<file path="src/rtl/axi_spi_regs.sv">
// AXI4-Lite register front end for the SPI controller.
// Maps bus accesses onto config levels, reset pulses and FIFO handshakes.
module axi_spi_regs #(
  parameter int ADDR_WIDTH      = 6,
  parameter int REG_WIDTH       = 32,
  parameter int DATA_WIDTH      = 8,
  parameter int SPI_RATIO_GRADE = 2,
  parameter int SR_RX_EMPTY_BIT = 0,
  parameter int SR_TX_FULL_BIT  = 3
) (
  input  logic                       clk_i,
  input  logic                       arst_n_i,
  input  logic [ADDR_WIDTH-1:0]      s_axi_awaddr_i,
  input  logic                       s_axi_awvalid_i,
  output logic                       s_axi_awready_o,
  input  logic [REG_WIDTH-1:0]       s_axi_wdata_i,
  input  logic [REG_WIDTH/8-1:0]     s_axi_wstrb_i,
  input  logic                       s_axi_wvalid_i,
  output logic                       s_axi_wready_o,
  output logic [1:0]                 s_axi_bresp_o,
  output logic                       s_axi_bvalid_o,
  input  logic                       s_axi_bready_i,
  input  logic [ADDR_WIDTH-1:0]      s_axi_araddr_i,
  input  logic                       s_axi_arvalid_i,
  output logic                       s_axi_arready_o,
  output logic [REG_WIDTH-1:0]       s_axi_rdata_o,
  output logic [1:0]                 s_axi_rresp_o,
  output logic                       s_axi_rvalid_o,
  input  logic                       s_axi_rready_i,
  output logic                       soft_rst_o,
  output logic                       slave_select_o,
  output logic                       control_lsb_o,
  output logic                       control_cpha_o,
  output logic                       control_cpol_o,
  output logic                       control_master_o,
  output logic                       control_spi_enable_o,
  output logic                       control_tx_fifo_reset_o,
  output logic                       control_rx_fifo_reset_o,
  output logic [SPI_RATIO_GRADE-1:0] spi_ratio_o,
  output logic                       tx_req_o,
  output logic [DATA_WIDTH-1:0]      tx_data_o,
  input  logic                       tx_ack_i,
  output logic                       rx_req_o,
  input  logic [DATA_WIDTH-1:0]      rx_data_i,
  input  logic                       rx_resp_i,
  output logic                       rx_ack_o,
  input  logic [REG_WIDTH-1:0]       status_i,
  input  logic [REG_WIDTH-1:0]       tx_occupancy_i,
  input  logic [REG_WIDTH-1:0]       rx_occupancy_i
);

  localparam logic [3:0] A_SRR   = 4'h0;
  localparam logic [3:0] A_CR    = 4'h1;
  localparam logic [3:0] A_DTR   = 4'h3;
  localparam logic [3:0] A_SR    = 4'h2;
  localparam logic [3:0] A_DRR   = 4'h4;
  localparam logic [3:0] A_SSR   = 4'h5;
  localparam logic [3:0] A_TXOCC = 4'h6;
  localparam logic [3:0] A_RXOCC = 4'h7;
  localparam logic [3:0] A_RATIO = 4'h8;

  localparam logic [1:0] OKAY   = 2'b00;
  localparam logic [1:0] SLVERR = 2'b10;

  localparam logic [REG_WIDTH-1:0] SRR_KEY = REG_WIDTH'(32'h0000_000A);

  typedef enum logic [1:0] {W_IDLE, W_EXEC, W_RESP} w_state_t;
  typedef enum logic [1:0] {R_IDLE, R_EXEC, R_RESP} r_state_t;

  w_state_t w_state_q, w_state_d;
  r_state_t r_state_q, r_state_d;

  logic aw_held_q, aw_held_d;
  logic w_held_q, w_held_d;
  logic aw_hs, w_hs, ar_hs, w_go;
  logic awready_q, wready_q, arready_q;
  logic [3:0] waddr_q, raddr_q;
  logic [REG_WIDTH-1:0] wdata_q, rdata_q, rd_val;
  logic [1:0] bresp_q, rresp_q;
  logic rd_ok;
  logic tx_req_q, rx_req_q;
  logic [DATA_WIDTH-1:0] tx_data_q;
  logic en_q, master_q, cpol_q, cpha_q, lsb_q, ssr_q;
  logic [SPI_RATIO_GRADE-1:0] ratio_q;
  logic soft_rst_q, txf_rst_q, rxf_rst_q;
  logic tx_full, rx_empty, w_dtr, r_drr;
  logic unused;

  assign unused = ^{s_axi_wstrb_i, s_axi_awaddr_i[1:0],
                    s_axi_araddr_i[1:0]};

  assign tx_full  = status_i[SR_TX_FULL_BIT];
  assign rx_empty = status_i[SR_RX_EMPTY_BIT];
  assign w_dtr    = (waddr_q == A_DTR);
  assign r_drr    = (raddr_q == A_DRR);

  assign aw_hs = s_axi_awvalid_i & awready_q;
  assign w_hs  = s_axi_wvalid_i & wready_q;
  assign ar_hs = s_axi_arvalid_i & arready_q;
  assign w_go  = (w_state_q == W_IDLE) &
                 (aw_held_q | aw_hs) & (w_held_q | w_hs);

  // write channel FSM
  always_comb begin
    w_state_d = w_state_q;
    aw_held_d = aw_held_q | aw_hs;
    w_held_d  = w_held_q | w_hs;
    unique case (w_state_q)
      W_IDLE: begin
        if (w_go) begin
          w_state_d = W_EXEC;
          aw_held_d = 1'b0;
          w_held_d  = 1'b0;
        end
      end
      W_EXEC: begin
        if (!w_dtr || (tx_req_q ? tx_ack_i : tx_full))
          w_state_d = W_RESP;
      end
      W_RESP: begin
        if (s_axi_bready_i) w_state_d = W_IDLE;
      end
      default: w_state_d = W_IDLE;
    endcase
  end

  always_ff @(posedge clk_i or negedge arst_n_i) begin
    if (!arst_n_i) begin
      w_state_q <= W_IDLE;
      aw_held_q <= 1'b0;
      w_held_q  <= 1'b0;
      awready_q <= 1'b0;
      wready_q  <= 1'b0;
    end else begin
      w_state_q <= w_state_d;
      aw_held_q <= aw_held_d;
      w_held_q  <= w_held_d;
      awready_q <= (w_state_d == W_IDLE) & ~aw_held_d;
      wready_q  <= (w_state_d == W_IDLE) & ~w_held_d;
    end
  end

  always_ff @(posedge clk_i or negedge arst_n_i) begin
    if (!arst_n_i) begin
      waddr_q    <= '0;
      wdata_q    <= '0;
      bresp_q    <= OKAY;
      tx_req_q   <= 1'b0;
      tx_data_q  <= '0;
      en_q       <= 1'b0;
      master_q   <= 1'b0;
      cpol_q     <= 1'b0;
      cpha_q     <= 1'b0;
      lsb_q      <= 1'b0;
      ssr_q      <= 1'b0;
      ratio_q    <= '0;
      soft_rst_q <= 1'b0;
      txf_rst_q  <= 1'b0;
      rxf_rst_q  <= 1'b0;
    end else begin
      soft_rst_q <= 1'b0;
      txf_rst_q  <= 1'b0;
      rxf_rst_q  <= 1'b0;
      if (aw_hs) waddr_q <= s_axi_awaddr_i[5:2];
      if (w_hs) wdata_q <= s_axi_wdata_i;
      if (w_state_q == W_EXEC) begin
        unique case (1'b1)
          w_dtr: begin
            if (!tx_req_q) begin
              if (tx_full) begin
                bresp_q <= SLVERR;
              end else begin
                tx_req_q  <= 1'b1;
                tx_data_q <= wdata_q[DATA_WIDTH-1:0];
              end
            end else if (tx_ack_i) begin
              tx_req_q <= 1'b0;
              bresp_q  <= OKAY;
            end
          end
          (waddr_q == A_SRR): begin
            bresp_q <= OKAY;
            if (wdata_q == SRR_KEY) begin
              soft_rst_q <= 1'b1;
              en_q       <= 1'b0;
              master_q   <= 1'b0;
              cpol_q     <= 1'b0;
              cpha_q     <= 1'b0;
              lsb_q      <= 1'b0;
              ssr_q      <= 1'b0;
              ratio_q    <= '0;
            end
          end
          (waddr_q == A_CR): begin
            bresp_q   <= OKAY;
            en_q      <= wdata_q[0];
            master_q  <= wdata_q[1];
            cpol_q    <= wdata_q[2];
            cpha_q    <= wdata_q[3];
            txf_rst_q <= wdata_q[4];
            rxf_rst_q <= wdata_q[5];
            lsb_q     <= wdata_q[6];
          end
          (waddr_q == A_SSR): begin
            bresp_q <= OKAY;
            ssr_q   <= wdata_q[0];
          end
          (waddr_q == A_RATIO): begin
            bresp_q <= OKAY;
            ratio_q <= wdata_q[SPI_RATIO_GRADE-1:0];
          end
          default: bresp_q <= SLVERR;
        endcase
      end
    end
  end

  // read value for non-FIFO offsets
  always_comb begin
    rd_val = '0;
    rd_ok  = 1'b1;
    unique case (1'b1)
      (raddr_q == A_CR):
        rd_val[6:0] = {lsb_q, 2'b00, cpha_q, cpol_q, master_q, en_q};
      (raddr_q == A_SR):    rd_val = status_i;
      (raddr_q == A_SSR):   rd_val[0] = ssr_q;
      (raddr_q == A_TXOCC): rd_val = tx_occupancy_i;
      (raddr_q == A_RXOCC): rd_val = rx_occupancy_i;
      (raddr_q == A_RATIO): rd_val[SPI_RATIO_GRADE-1:0] = ratio_q;
      default:              rd_ok = 1'b0;
    endcase
  end

  always_comb begin
    r_state_d = r_state_q;
    unique case (r_state_q)
      R_IDLE: begin
        if (ar_hs) r_state_d = R_EXEC;
      end
      R_EXEC: begin
        if (!r_drr || (rx_req_q ? rx_resp_i : rx_empty))
          r_state_d = R_RESP;
      end
      R_RESP: begin
        if (s_axi_rready_i) r_state_d = R_IDLE;
      end
      default: r_state_d = R_IDLE;
    endcase
  end

  always_ff @(posedge clk_i or negedge arst_n_i) begin
    if (!arst_n_i) begin
      r_state_q <= R_IDLE;
      arready_q <= 1'b0;
      raddr_q   <= '0;
      rdata_q   <= '0;
      rresp_q   <= OKAY;
      rx_req_q  <= 1'b0;
    end else begin
      r_state_q <= r_state_d;
      arready_q <= (r_state_d == R_IDLE);
      if (ar_hs) raddr_q <= s_axi_araddr_i[5:2];
      if (r_state_q == R_EXEC) begin
        if (r_drr) begin
          if (!rx_req_q) begin
            if (rx_empty) begin
              rdata_q <= '0;
              rresp_q <= SLVERR;
            end else begin
              rx_req_q <= 1'b1;
            end
          end else if (rx_resp_i) begin
            rx_req_q <= 1'b0;
            rdata_q  <= REG_WIDTH'(rx_data_i);
            rresp_q  <= OKAY;
          end
        end else begin
          rdata_q <= rd_val;
          rresp_q <= rd_ok ? OKAY : SLVERR;
        end
      end
    end
  end

  assign s_axi_awready_o = awready_q;
  assign s_axi_wready_o  = wready_q;
  assign s_axi_bvalid_o  = (w_state_q == W_RESP);
  assign s_axi_bresp_o   = bresp_q;
  assign s_axi_arready_o = arready_q;
  assign s_axi_rvalid_o  = (r_state_q == R_RESP);
  assign s_axi_rdata_o   = rdata_q;
  assign s_axi_rresp_o   = rresp_q;

  assign soft_rst_o              = soft_rst_q;
  assign slave_select_o          = ssr_q;
  assign control_lsb_o           = lsb_q;
  assign control_cpha_o          = cpha_q;
  assign control_cpol_o          = cpol_q;
  assign control_master_o        = master_q;
  assign control_spi_enable_o    = en_q;
  assign control_tx_fifo_reset_o = txf_rst_q;
  assign control_rx_fifo_reset_o = rxf_rst_q;
  assign spi_ratio_o             = ratio_q;

  assign tx_req_o  = tx_req_q;
  assign tx_data_o = tx_data_q;
  assign rx_req_o  = rx_req_q;
  assign rx_ack_o  = (r_state_q == R_EXEC) & rx_req_q & rx_resp_i;

endmodule

</file>
<file path="config.mk">
export PLATFORM = sky130hd
export DESIGN_NAME = axi_spi_regs
export DESIGN_NICKNAME = d
export VERILOG_FILES = /design/src/rtl/axi_spi_regs.sv
export SDC_FILE = /design/constraint.sdc
export NUM_CORES = 1
export LEC_CHECK = 0
export CAP_MARGIN = 40
export CORE_UTILIZATION = 44
export CTS_CLUSTER_DIAMETER = 150
export CTS_CLUSTER_SIZE = 10
export DETAILED_ROUTE_END_ITERATION = 12
export GPL_TIMING_DRIVEN = 0
export MAX_ROUTING_LAYER = met4
export PLACE_DENSITY = 0.85
export SETUP_SLACK_MARGIN = 0.15
export SYNTH_ARGS = -nofsm -noshare
export SYNTH_HDL_FRONTEND = slang
export SYNTH_SLANG_ARGS = --single-unit
</file>
<file path="constraint.sdc">
create_clock -name clk_i -period 4.86 [get_ports clk_i]
set_input_delay 0.972 -clock clk_i [delete_from_list [all_inputs] [get_ports clk_i]]
set_output_delay 0.972 -clock clk_i [all_outputs]
set_load 0.05 [all_outputs]
</file>
; Word level (Yosys, flattened, before mapping)
; Index checks and enable logic that the tools add are counted.
[op_classes]
n_mul = 0
reduce_logical = 22
mux = 54
addsub = 0
n_lt_le_gt_ge = 0
shifts = 0
div_mod_pow = 0
eq_ne = 21
bitwise = 15
[op_table]
columns = op, n
row1 = 32-bit two-way mux, 4
row2 = 25-bit one-hot mux with 3 select lines, 1
row3 = "32-bit by 4-bit equality test with 1-bit output, second input constant", 1
row4 = 2-bit two-way mux, 15
row5 = 1-bit two-way mux, 21
row6 = "4-bit by 3-bit equality test with 1-bit output, second input constant", 5
row7 = 5-bit one-hot mux with 4 select lines, 1
row8 = 3-bit AND reduction, 5
row9 = "3-bit != test, second input constant", 4
row10 = 1-bit one-hot mux with 2 select lines, 6
row11 = 2-bit one-hot mux with 3 select lines, 2
row12 = 1-bit AND, 9
row13 = "4-bit by 1-bit equality test with 1-bit output, second input constant", 2
row14 = "4-bit by 2-bit equality test with 1-bit output, second input constant", 2
row15 = "4-bit equality test, second input constant", 2
row16 = 2-bit zero test, 4
row17 = 2-bit one-hot mux with 2 select lines, 2
row18 = 1-bit one-hot mux with 6 select lines, 1
row19 = 2-bit nonzero test, 3
row20 = 6-bit OR reduction, 1
row21 = 1-bit one-hot mux with 5 select lines, 1
row22 = "2-bit by 1-bit equality test with 1-bit output, second input constant", 2
row23 = "2-bit equality test, second input constant", 2
row24 = 4-bit zero test, 1
row25 = 8 further kinds, 15
[totals]
latchBits = 0
rom_bits = 0
reg_bits = 106
n_memories = 0
wordCells = 138
ram_bits = 0
inputBits = 161

; Longest topological paths before layout
[depth]
depth_word = 8
ltp_mapped = 7
depth_no_buf = 5

; Worst setup path before layout
; No wires, ideal clock.
[synth_timing]
kind = input port to output port
from = input port rx_resp_i
to = output port rx_ack_o
n_path_buf = 0
t_required_ps = 3888
setup_slack_ps = 2139
stages = 2
t_arrival_ps = 1749
cell_sequence = nand2_1 nor2_1
[synth_between]
elab_chain_len = 1
[synth_lines]
columns = item, line
row1 = from (decl), 45  ; input logic rx_resp_i,
row2 = 1-bit AND, 308  ; assign rx_ack_o = (r_state_q == R_EXEC) & rx_req_q & rx_resp_i;
row3 = to (decl), 46  ; output logic rx_ack_o,
; Every way passes these cells.

; Worst setup path in the final report
; Ends and elaborated chain as after synthesis.

==> summary.txt <==
Place
  • GP Congestion: 0.9839
  • # port buffers: 213
  • DP Area: 7051 um2
  • Dpl hpwl: 11.51 mm

Die
  • Die Area: 11140 um2
  • I/O pins: 224
  • Chip Width: 105.6 um
  • Die span in y: 105.6 um
  • Core Region: 10370 um2
  • Starting Density: 45.51%
  • # rows: 37

Drt
  • ANT nets after route: 0
  • Routed WL: 14.45 mm
  • Drt first pass iters: 6
  • DRT iter0 DRCs: 378
  • Routed via count: 4276
  • Drt drc: 0
  • Via-per-instance ratio: 5.619
  • WL per Instance: 18.99 um

Clocking
  • CTS Hold Bufs: 0
  • Num CTS Buffers: 9
  • Bufs on Longest Clock Path: 2
  • H-tree Lvls: 3
  • Clk pin slew, worst setup/hold paths: 0.11 ns
  • Skew-Pair Late Insertion Delay: 0.36 ns
  • CTS Sinks: 104
  • Root Driver: clkbuf_8
  • CTS tree: done
  • Post-CTS sizing: 0
  • Post-CTS setup buffers: 0

Synthesis
  • Synth top area share: 55.14%
  • Ys async rst share: 100.0%
  • Synthesis Warnings: 0
  • Syn Area/Cell: 11.98 um2
  • Syn Inst Count: 394
  • Sequential share of the synthesized area: 55.14%
  • Synthesized area: 4720 um2
  • Number of synthesized flops with an enable pin: 0
  • Top post-synthesis cells by area: dfrtp_1, mux2_2, a222oi_1, o21ai_0, nand2_1
  • Synthesized flop and latch total: 104
  • Cell variety after synth: 47
  • Synth Flop Type: dfrtp_1
  • Dominant cell type by area after synthesis: dfrtp_1

Global routing
  • Number of antenna violations at the first check in global routing: 0
  • Global route total overflow: 0
  • First-pass GRT wire length: 22.40 mm
  • Vias in the first global route: 4344
  • GRT Total Usage: 26.82%
  • Largest net degree at the start of global routing: 54

Cells and area
  • Fin nets: 781
  • Register area: 2603 um2
  • Layout cells sized above 1: 15.04%
  • Diode count: 0
  • Layout area overhead: 53.74%
  • Filler instances: 753
  • Multi-input logic area: 1967 um2
  • Final instance area: 7256 um2

Setup path
  • Worst EP required: 3.89 ns
  • Critical Path Start Type: input port
  • Worst Path Arrival: 2.52 ns
  • R2R cell count: 5
  • WS Path Type: input port to primary output
  • FF-to-FF Start: raddr_q[0]
  • Reg2reg end: s_axi_rdata_o[22]
  • R2R setup slack: 2.67 ns
  • Max FO, Critical Path: 3
  • Endpoint class of the critical path: primary output

STA
  • Min Tclk post-route: 3.492 ns
  • Fmax: 0.2863 GHz
  • Final Hold Slack: 0.4898 ns
  • Final Slew Violations: 0
  • Final period util: 71.86%
  • Final setup vio count: 0
  • Worst-margin pin slew: 0.7625 ns
  • Setup TNS: 0 ns
  • RSZ-0062 raised after global routing: false
  • Setup Skew: 0.01612 ns
  • Relative slew slack: 48.45%
  • Final Hold Fails: 0

Hold path
  • Min-delay worst type: register to register
  • WHS Path Cells: 1
  • HP Start: s_axi_rdata_o[5]
  • WHS Endpoint: s_axi_rdata_o[5]

Pwr
  • Total power: 3.806 mW
  • Pwr Density: 524.6 nW/um2
  • Max VDD drop: 0.0003894 V
  • Static Leak: 3.003 nW

Run
  • Max-cap violations: 0

Status
  • Outcome: completed
[cell families (layout without fill, tap and decap cells)]
| kind of cell | Yosys count | count (layout) | synth area share (%) |
|---|---|---|---|
| compound gates | 105 | 105 | 16.20 |
| buf+inv | 30 | 260 | 3.261 |
| flops | 104 | 104 | 55.14 |
| mux | 54 | 54 | 13.49 |
| other cells | 1 | 2 | 0.07946 |
| simple gates | 100 | 100 | 11.82 |
[flip-flops by register name (all words and copies together) (netlist names), 2 cells and up]
name / cells
r_state_q: 2
raddr_q: 4
s_axi_rdata_o: 32
spi_ratio_o: 2
tx_data_o: 8
w_state_q: 2
waddr_q: 4
wdata_q: 32
[how the worst max path moves through the flow]
| stage | start | end | slack (ns) | cells past startpoint |
|---|---|---|---|---|
| 3_3_place_gp | arst_n_i | wdata_q[9] | -0.98 | 1 |
| 6_report | rx_resp_i | rx_ack_o | 1.37 | 4 |
| 4_1_cts | rx_resp_i | rx_ack_o | 1.37 | 4 |
| 2_1_floorplan | rx_resp_i | rx_ack_o | 2.14 | 2 |
| 3_5_place_dp | rx_resp_i | rx_ack_o | 1.37 | 4 |
| 5_1_grt | rx_resp_i | rx_ack_o | 1.33 | 4 |
[cells in the mapped netlist, drive strengths merged, types with 2 or more instances]
library cell,count
nor4,7
or3,3
nor2,9
o21a,2
and2,3
a41oi,2
o21ai,36
dfrtp,104
mux2,53
a21oi,12
nand2b,8
a21o,4
a22o,5
nor4b,5
buf,19
a22oi,4
a222oi,31
nand2,40
a32o,2
nand3,2
and3,4
a211oi,2
nand3b,3
nor2b,2
clkbuf,8
nand4b,2
inv,3
nor3,7
nand4,2
[routing by layer]
metal | up-vias | GRT usage [%] | wire [um]
met2 | 192 | 46.99 | 7450
met5 | - | - | 0
met4 | 0 | 8.234 | 278
met3 | 20 | 6.184 | 1209
li1 | 1960 | - | -
met1 | 2104 | 30.56 | 5512
[cell usage in the layout (no fill, tap or decap), drive strengths merged, types with 5 or more instances in the layout]
cell	count
dfrtp	104
o21ai	36
clkdlybuf4s50	212
a222oi	31
nor4	7
mux2	53
a21oi	12
a22o	5
nand2b	8
inv	7
nand2	40
buf	21
nor3	7
clkbuf	17
nor2	9
nor4b	5
[power by group]
part | internal, mW | total (mW) | switching [mW]
registers | 1.18 | 1.42 | 0.239
clock network | 0.207 | 0.543 | 0.336
logic | 0.789 | 1.84 | 1.05
[cell type report]
class / instances / area share (%)
Multi-Input combinational cell: 261 / 27.11
Timing Repair Buffer: 214 / 29.73
Inverter: 3 / 0.1552
Clock inverter: 7 / 1.121
Sequential cell: 104 / 35.87
Clock buffer: 9 / 1.707
Tap cell: 136 / 2.345
Buffer: 27 / 1.966
[worst max-delay path: stages]
cell and delay, ns:
clkdlybuf4s50_1 0.45, nand2_1 0.08, nor2_1 0.16, clkdlybuf4s50_1 0.86
[metrics by stage]
step / setup slack, ns / utilization (%) / instances
after floorplan: 2.139 / - / 395
after global placement: -0.9797 / 67.75 / 744
after detailed placement: 1.374 / 67.99 / 745
after CTS: 1.374 / 69.97 / 761
after global routing: 1.326 / 69.97 / 761
final: 1.368 / 69.97 / 761
(Power assumes the default switching activity.)
